--- config.mk ---
export PLATFORM = sky130hd
export DESIGN_NAME = exp_out_buffer
export DESIGN_NICKNAME = d
export VERILOG_FILES = /design/src/rtl/exp_out_buffer.sv
export SDC_FILE = /design/constraint.sdc
export NUM_CORES = 1
export LEC_CHECK = 0
export BUFFER_PORTS_ARGS = -buffer_cell sky130_fd_sc_hd__buf_2
export CAP_MARGIN = 20
export CORE_MARGIN = 1.5
export CORE_UTILIZATION = 54
export CTS_CLUSTER_SIZE = 25
export DETAILED_ROUTE_END_ITERATION = 12
export PLACE_DENSITY_LB_ADDON = 0.25
export SYNTH_ARGS = -nofsm -noshare
export SYNTH_HDL_FRONTEND = slang
export SYNTH_SLANG_ARGS = --single-unit
--- constraint.sdc ---
create_clock -name clk -period 3.6 [get_ports clk]
set_input_delay 0.36 -clock clk [delete_from_list [all_inputs] [get_ports clk]]
set_output_delay 0.36 -clock clk [all_outputs]
set_load 0.005 [all_outputs]
--- src/rtl/exp_out_buffer.sv ---
// Purpose: converts Q7.25 exponential results to Q2.14 (round-to-nearest, saturating) into an FWFT FIFO.
// Latency: a push is visible at the head one cycle later when empty; otherwise it waits behind older entries.
// Backpressure: o_ready drops only when the FIFO is full; it comes from registered count, never from i_ready.
module exp_out_buffer #(
    parameter int DEPTH    = 8,
    parameter int WIDTHIN  = 32,
    parameter int WIDTHOUT = 16
) (
    input  logic                       clk,
    input  logic                       reset,
    input  logic                       i_valid,
    input  logic [WIDTHIN-1:0]         i_y,
    output logic                       o_ready,
    output logic                       o_valid,
    input  logic                       i_ready,
    output logic [WIDTHOUT-1:0]        o_q,
    output logic                       o_sat,
    output logic [$clog2(DEPTH):0]     o_count,
    output logic [15:0]                o_sat_count
);

    localparam int PW        = $clog2(DEPTH);
    localparam int CW        = PW + 1;
    // Fraction bits discarded: Q7.25 -> Q2.14 drops 25-14 = 11 LSBs.
    localparam int FRAC_DROP = (WIDTHIN - 7) - (WIDTHOUT - 2);
    // Input bits at or above this position exceed the Q2.14 integer range.
    localparam int INT_LSB   = FRAC_DROP + WIDTHOUT;

    logic [WIDTHOUT:0]   mem [DEPTH];
    logic [PW-1:0]       wr_ptr;
    logic [PW-1:0]       rd_ptr;
    logic [CW-1:0]       count;
    logic [15:0]         sat_count;

    logic [WIDTHOUT-1:0] trunc_val;
    logic                rnd_bit;
    logic                cvt_sat;
    logic [WIDTHOUT-1:0] cvt_q;
    logic                push;
    logic                pop;
    logic [WIDTHOUT:0]   head;

    // Round-to-nearest conversion; saturate on integer overflow or when rounding would carry out.
    always_comb begin
        trunc_val = i_y[INT_LSB-1:FRAC_DROP];
        rnd_bit   = i_y[FRAC_DROP-1];
        cvt_sat   = (|i_y[WIDTHIN-1:INT_LSB]) | ((&trunc_val) & rnd_bit);
        cvt_q     = cvt_sat ? '1 : trunc_val + WIDTHOUT'(rnd_bit);
    end

    // o_ready is gated by reset so nothing is accepted while reset is held.
    assign o_ready     = (count != CW'(DEPTH)) & reset;
    assign o_valid     = (count != '0);
    assign push        = i_valid & o_ready;
    assign pop         = o_valid & i_ready;
    assign head        = mem[rd_ptr];
    assign o_q         = head[WIDTHOUT-1:0];
    assign o_sat       = head[WIDTHOUT];
    assign o_count     = count;
    assign o_sat_count = sat_count;

    // Storage array is not reset; stale entries are unreachable once count is cleared.
    always_ff @(posedge clk) begin
        if (push) begin
            mem[wr_ptr] <= {cvt_sat, cvt_q};
        end
    end

    // Pointer and occupancy bookkeeping; DEPTH is a power of two so pointers wrap naturally.
    always_ff @(posedge clk or negedge reset) begin
        if (!reset) begin
            wr_ptr <= '0;
            rd_ptr <= '0;
            count  <= '0;
        end else begin
            if (push) begin
                wr_ptr <= wr_ptr + PW'(1);
            end
            if (pop) begin
                rd_ptr <= rd_ptr + PW'(1);
            end
            if (push && !pop) begin
                count <= count + CW'(1);
            end else if (pop && !push) begin
                count <= count - CW'(1);
            end
        end
    end

    // Sticky-at-max tally of saturated results written.
    always_ff @(posedge clk or negedge reset) begin
        if (!reset) begin
            sat_count <= '0;
        end else if (push && cvt_sat && (sat_count != 16'hFFFF)) begin
            sat_count <= sat_count + 16'd1;
        end
    end

endmodule

==> reports/qor.txt <==
Slew @ Worst Pin: 1100 ps
Cell Area, Synth: 0.00694 mm²
crit path DAT: 2430 ps
Final TNS setup: 0 ps
area of the core: 0.0126 mm²
Main synth FF type: edfxtp_1
drt first pass iters: 4
Area growth, synth to finish: 17.0%
final setup vio count: 0
Critical Path RT: 3240 ps
largest net degree at the start of global routing: 27
Final Cycle Share: 0.776
final hold vios: 0
vias in the first global route: 3802
remaining antenna violation count: 0
Reg clk slew, reported paths: 60 ps
CTS tree: done
Critical Path Source Type: register
clock group share of total power: 0.301
post-synthesis sequential area ratio: 0.682
Worst Skew: 5.60 ps
clock sinks: 162
Post-Syn Nets: 439
Inserted Clock Buffers: 17
die height: 116 µm
worst-path fanout max: 14
PwrDens: 693 mW/mm²
post-route worst setup slack: 806 ps
Post-synth ARST share: 0.160
row cnt: 41
Synth Area in Compound Gates: 0.00992
Adder-Cell Fraction of Synth Area: 0.0173
largest family of logic cells by synthesized area: multiplexers
unrepaired setup endpoints after global routing: no
Initial Utilization: 0.552
Ys Warns: 0
layout cells sized above 1: 0.382
DP Wirelength: 8390 µm
Post-CTS Setup Inserts: 0
syn avg cell area: 17.6 µm²
Switching Share: 0.288
# DRC: 0
Die ar.: 0.0135 mm²
Min-Delay Path Class: input port to register
P_sw: 1.62 mW
routed len/inst: 20.2 µm
FMAX: 358 MHz
outcome: completed
Tot GR Track Use: 0.213
post-layout min period: 2790 ps
routed vias/inst: 5.73
multiplexer area fraction after synthesis: 0.148
gpl congestion: 0.782
initial antenna violation count: 0
detailed-route via count: 3787
Syn Inst Count: 394
Logic pwr share: 0.255
simple-gate share of the synthesized area: 0.0894
synth unique cells: 40
CTS root buf: clkbuf_16
max-slew violations: 0
clk_lat worst skew: 420 ps
part of the power in registers: 0.444
WS Path Type: register to output pin
Setup crit end kind: output pin
Post-synth EDFFs: 136
slew margin rel.: 0.266
Chip Width: 116 µm
number of port buffers: 64
# diodes: 0
number of synthesized register bits: 162
Place WS: 1020 ps
number of DRC markers in iteration 0: 330
Peak VDD IR: 0.000325 V
max-cap violations: 0
DRT Wirelength: 13300 µm
Leak Pwr: 2.70 nW
XOR/XNOR share of the synthesized area: 0.0379
Ports: 75
total congestion overflow: 0
Layout Nets: 522
first-pass GRT wire length: 20500 µm
Clock Tree Buf Depth: 2
Post-Route Utilization: 0.646
H-tree depth: 4
Pint: 4.01 mW
-- layer usage --
metal,part of all wire,track usage
met1,0.44,0.283
met2,0.51,0.353
met3,0.038,0.0529
met4,0.0095,0.0675
met5,0,0
-- stage by stage --
step	total power, mW	cell area [µm²]	hold WS [ps]	cells
after floorplan	3.44	6940	64.4	394
after global placement	3.94	7550	379	629
after detailed placement	3.99	7550	396	629
after CTS	5.69	8120	223	661
after global routing	5.90	8120	237	661
final	5.63	8120	236	661
-- worst max-delay path, cell delays in order, from the launching register on --
cell	delay, ps
dfrtp_2	660
buf_4	360
mux4_2	550
mux2_2	310
buf_2	140
-- Yosys cell counts (all sizes together) (3+ instances only) --
| library cell | n | area share |
|---|---|---|
| nor4 | 9 | 0.014 |
| nand3 | 15 | 0.011 |
| mux4 | 34 | 0.11 |
| xor2 | 16 | 0.020 |
| mux2 | 23 | 0.037 |
| nor4b | 5 | 0.0090 |
| clkbuf | 6 | 0.0032 |
| nand4 | 6 | 0.0054 |
| nor2 | 7 | 0.0038 |
| xnor2 | 14 | 0.018 |
| and4 | 5 | 0.0070 |
| and3 | 3 | 0.0027 |
| ha | 8 | 0.014 |
| nor3 | 8 | 0.0072 |
| nand2b | 4 | 0.0036 |
| buf | 10 | 0.0088 |
| or3 | 3 | 0.0027 |
| dfrtp | 26 | 0.094 |
| edfxtp | 136 | 0.59 |
| inv | 6 | 0.0032 |
| o21ai | 7 | 0.0050 |
| nand2 | 31 | 0.017 |
-- timing repair --
action	4_1_cts	5_1_grt
hold buffers	1	0
endpoints found under the hold margin	26	0
resized for setup	0	0
-- state kept, by name (all words and copies together), names as in the netlist --
register	flops
rd_ptr	3
wr_ptr	3
o_count	4
o_sat_count	16
mem	136
-- cells in the final DEF, fill, tap and decap left out, drive strengths merged, types with 2 or more instances in the layout --
cell type / n
a21oi: 2
and2: 2
and3: 3
and4: 5
buf: 79
clkbuf: 17
clkinv: 5
clkinvlp: 2
dfrtp: 26
edfxtp: 136
ha: 8
inv: 12
mux2: 23
mux4: 34
nand2: 31
nand2b: 4
nand3: 15
nand4: 6
nor2: 7
nor3: 8
nor3b: 2
nor4: 9
nor4b: 5
o21ai: 7
or3: 3
xnor2: 14
xor2: 16
-- final cells by class --
type | instances | area (µm²)
sequential | 162 | 4740
fill | 896 | 4450
multi-input combinational | 210 | 2140
timing repair buffer | 80 | 455
clock buffer | 17 | 425
tap | 172 | 215
clock inverter | 14 | 130
inverter | 6 | 22.5
-- logic make-up after synthesis --
logic type / Yosys count
AO/OA/AOI/OAI: 12
AND/OR/NAND/NOR: 102
adder cells (fa/ha/maj): 9
multiplexers: 57
flip-flops: 162
XOR/XNOR: 30
buffers and inverters: 22
-- power by group through the flow --
stage	Clock, mW	Sequential, mW	Combinational, mW
detailed placement	0	2.54	1.45
floorplan	0	2.37	1.07
CTS	1.72	2.50	1.46
global placement	0	2.52	1.42
global route	1.80	2.53	1.57
finish	1.70	2.50	1.44
-- final timing paths --
check,slack (ps),cells after the start,from,to
setup / recovery,810,4,rd_ptr[0]$_DFFE_PN0P_,o_q[11]
hold / removal,240,3,i_ready,rd_ptr[2]$_DFFE_PN0P_
setup reg to reg,1150,12,o_count[0]$_DFFE_PN0P_,o_count[3]$_DFFE_PN0P_
hold reg to reg,510,1,o_count[3]$_DFFE_PN0P_,o_count[3]$_DFFE_PN0P_
max in group asynchronous,2830,3,reset,rd_ptr[0]$_DFFE_PN0P_
min in group asynchronous,500,3,reset,o_sat_count[5]$_DFFE_PN0P_
Power figures use the tool's default switching activity.
